[src/rtl/priority_encoder8_3.sv]
// priority_encoder8_3
// Registered 8-to-3 priority encoder. Request lines are captured into a
// pending register. A two-state FSM grants the highest-priority pending bit
// and holds that grant until the consumer acknowledges it. On an accepted
// ack the granted bit is cleared, unless the same bit is re-requested in
// that cycle.
// All outputs come straight from flops, so no input reaches an output
// combinationally.
module priority_encoder8_3 #(
    parameter bit PRIORITY_HIGH = 1'b1   // 1: bit 7 wins, 0: bit 0 wins
) (
    input  logic       clk,
    input  logic       rst_n,
    input  logic       en,
    input  logic [7:0] in,
    input  logic       ack,
    output logic [2:0] out,
    output logic       valid,
    output logic [7:0] pending
);

    typedef enum logic {
        IDLE = 1'b0,
        HOLD = 1'b1
    } state_t;

    state_t     r_state;
    state_t     w_state_next;
    logic [7:0] r_pending;
    logic [7:0] w_pending_next;
    logic [2:0] r_out;
    logic [2:0] w_out_next;
    logic       r_valid;
    logic       w_valid_next;
    logic [7:0] w_clr;
    logic [2:0] w_sel_idx;
    logic       w_accept;

    // Accepted ack: only meaningful while a grant is being held
    assign w_accept = (r_state == HOLD) && ack;

    // One-hot clear mask of the granted index; set-wins is applied below by
    // OR-ing the new requests in after the clear
    assign w_clr          = w_accept ? (8'(1) << r_out) : 8'h00;
    assign w_pending_next = (r_pending & ~w_clr) | (en ? in : 8'h00);

    // Highest-priority set bit of the registered pending vector; the last
    // assignment in the scan order wins, so scan toward the winning end
    always_comb begin
        w_sel_idx = 3'd0;
        if (PRIORITY_HIGH) begin
            for (int i = 0; i < 8; i++) begin
                if (r_pending[i]) w_sel_idx = 3'(i);
            end
        end else begin
            for (int i = 7; i >= 0; i--) begin
                if (r_pending[i]) w_sel_idx = 3'(i);
            end
        end
    end

    // Next-state and next-output logic of the grant FSM
    always_comb begin
        w_state_next = r_state;
        w_out_next   = r_out;
        w_valid_next = r_valid;
        case (r_state)
            IDLE: begin
                if (r_pending != 8'h00) begin
                    w_out_next   = w_sel_idx;
                    w_valid_next = 1'b1;
                    w_state_next = HOLD;
                end
            end
            HOLD: begin
                if (ack) begin
                    w_valid_next = 1'b0;
                    w_state_next = IDLE;
                end
            end
            default: begin
                w_valid_next = 1'b0;
                w_state_next = IDLE;
            end
        endcase
    end

    // State, grant and pending registers; reset discards everything at once
    always_ff @(posedge clk or negedge rst_n) begin
        if (!rst_n) begin
            r_state   <= IDLE;
            r_pending <= 8'h00;
            r_out     <= 3'd0;
            r_valid   <= 1'b0;
        end else begin
            r_state   <= w_state_next;
            r_pending <= w_pending_next;
            r_out     <= w_out_next;
            r_valid   <= w_valid_next;
        end
    end

    assign out     = r_out;
    assign valid   = r_valid;
    assign pending = r_pending;

endmodule

[config.mk]
export PLATFORM = sky130hd
export DESIGN_NAME = priority_encoder8_3
export DESIGN_NICKNAME = d
export VERILOG_FILES = /design/src/rtl/priority_encoder8_3.sv
export SDC_FILE = /design/constraint.sdc
export NUM_CORES = 1
export LEC_CHECK = 0
export CAP_MARGIN = 0
export CELL_PAD_IN_SITES_DETAIL_PLACEMENT = 2
export CELL_PAD_IN_SITES_GLOBAL_PLACEMENT = 2
export CORE_AREA = 2 2 53 55
export CTS_CLUSTER_SIZE = 24
export DETAILED_ROUTE_END_ITERATION = 6
export DIE_AREA = 0 0 55 57
export PLACE_DENSITY = 0.79
export SYNTH_ARGS = -nofsm -noshare
export SYNTH_HDL_FRONTEND = slang
export SYNTH_SLANG_ARGS = --single-unit
[constraint.sdc]
create_clock -name clk -period 2.7 [get_ports clk]
set_input_delay 0.27 -clock clk [delete_from_list [all_inputs] [get_ports clk]]
set_output_delay 0.27 -clock clk [all_outputs]
set_load 0.005 [all_outputs]
==> metrics.yaml <==
clocking:
  cts_sinks: 13
  cts_setup_buffers: 0
  path_clk_slew_ps: 80
  clk_path_buf_depth: 2
  ctsHoldBuffers: 0
  cts_resized: 0
  clockRootBuffer: "clkbuf_4"
  cts_max_level: 1
  numCtsBuffers: 3
  clock_latency_ps: 280
  cts_tree: "done"
setup_path:
  rr_worst_depth: 4
  worstSetupPathType: "reg2out"
  cp_top_family: "buffers and inverters"
  cp-start-kind: "register"
  arrival_ps: 1330
  reg2reg_to: "out[0]"
  crit_buf_inv: 1
  critical_path_required_ps: 2430
  worstReg2RegStart: "pending[6]"
  r2r_slack_ps: 1430
  end_kind: "primary output"
  slowest_delay_ps: 550
  cp_slowest_cell: "clkdlybuf4s50_1"
  path_cells: "clkdlybuf4s50_1"
  worstPathMaxFanout: 7
die:
  core-area_um2: 2620
  die_h_um: 57
  die_w_um: 55
  num_io_pins: 24
  initial_utilization: 0.230
  dieArea_um2: 3140
  rows: 19
route:
  post_drt_wl_per_cell_um: 15.4
  drtIter0Drc: 3
  drc: 0
  via_per_inst: 4.71
  dr.pass1.iters: 2
  drt_wl_total_um: 1850
  antenna_left: 0
  vias: 565
pwr:
  peakVddDrop_uv: 282
  p_per_area_nw_per_um2: 819
  leakage_uw: 0.000359
place:
  dp_cells: 116
  port_buffers: 23
  hpwl_um: 1460
  place_congestion: 0.702
cells_and_area:
  num_antenna_cells: 0
  layout-drive-gt1-share: 0.0787
  final_cell_count_no_fill: 120
  finalNetCount: 102
  areaGrowthSynthToFinish_pct: 48.4
sta:
  timing.final.crit_share: 0.593
  slew_headroom: 0.586
  grt_setup_unrepaired: "no"
  worst_pin_slew_ps: 619
  hold_violations: 0
  finClkSkew_ps: 6.29
  fmax_mhz: 625
  setup_tns_ps: 0
  finalSetupViolations: 0
  fin_crit_ps: 1600
  drv_slew: 0
global_route:
  grt-ovfl-total: 0
  grt_max_degree: 14
  first_global_vias: 649
  grt_usage: 0.139
  antenna_found_initial: 0
  grt_pass1_wl_um: 3020
logic_synthesis:
  ys_seq_elements: 13
  synth.top_cell.area_share: 0.541
  ys_warn_count: 0
  netlist-cell-type-count: 17
  synth_xor_area_frac: 0
  synth-simple-area-share: 0.243
  synthAdderAreaFrac: 0
  synth_fp_nets: 75
  synthMuxAreaShare: 0
  synth_compound_area_frac: 0.191
  avgSynthCellArea_um2: 9.55
  seq_area_frac_synth: 0.541
  netlist_instances: 63
  ys_top_cells_by_area: "dfrtp_1 54%, nand2_1 11%, o21ai_0 7.5%, nor4_4 7.1%, a21oi_1 2.5%"
  yosysTopAreaCell: "dfrtp_1"
  syn-cell-area_um2: 602
  synth_top_family_by_area: "simple AND/OR/NAND/NOR gates"
status:
  status: "finished, final reports clean"
flow_run:
  maxCapViolations: 0
worst_hold_path:
  hp-class: "in2async"
## through the flow
stage                     setup WS [ps]  utilization  hold WS (ps)  total power, uW  instance area [um^2]
after CTS                          1080        0.342           390              745                   893
after detailed placement           1260        0.332           589              618                   867
after global routing               1040        0.342           401              794                   893
after floorplan                    1540            -         -25.6              439                   602
after global placement             1300        0.332           542              599                   867
final                              1100        0.342           368              731                   893
## cells in the mapped netlist (all sizes together)
master,count
o311ai,1
nand2,17
o31ai,2
nand2b,2
o21a,1
inv,3
nand3,1
a31oi,1
nor4,2
nand3b,1
a21oi,4
dfrtp,13
nor2,4
clkbuf,1
a21o,1
o21ai,9
## placed cells by master (no fill, tap or decap), types with 2 or more instances in the layout
cell type and count:
clkdlybuf4s50_1 23, nand2_1 17, dfrtp_1 13, o21ai_0 9
nor2_1 4, inv_1 3, a21oi_1 3, clkbuf_4 3
nand2b_1 2, o31ai_1 2, nor4_4 2
## final cells by class
type,count,area (um^2)
fillers,309,1720
inverters,3,11.3
repair buffers,23,230
clock buffers,4,26.3
flip-flops and latches,13,325
well taps,31,38.8
multi-input cells,46,262
## cell families after synthesis
kind of cell           count (synthesis)
AND/OR/NAND/NOR                       27
AO/OA/AOI/OAI                         19
flip-flops                            13
buffers and inverters                  4
## report_power, final
group,switching [uW],internal [uW]
clock network,65.6,57.4
registers,96.2,252
logic,109,151
## worst max path at each step
stage	startpoint	to	slack [ps]	cells past startpoint
floorplan	pending[6]	r_state	1540	3
global placement	ack	pending[4]	1300	4
detailed placement	ack	pending[4]	1260	4
CTS	out[0]	out[0]	1080	1
global route	out[1]	out[1]	1040	1
finish	out[0]	out[0]	1100	1
## flip-flops by register name, summed over array words and instances (netlist names)
name,count
out,3
valid,1
r_state,1
pending,8
## layer usage
metal | vias up | wire (um) | part of all wire | global-route usage
met2 | 22 | 863 | 0.47 | 0.207
met3 | 5 | 106 | 0.057 | 0.0366
met5 | - | 0 | 0 | 0
met4 | 0 | 40 | 0.022 | 0.0732
met1 | 270 | 842 | 0.45 | 0.180
li1 | 268 | - | - | -
(Power assumes the default switching activity.)
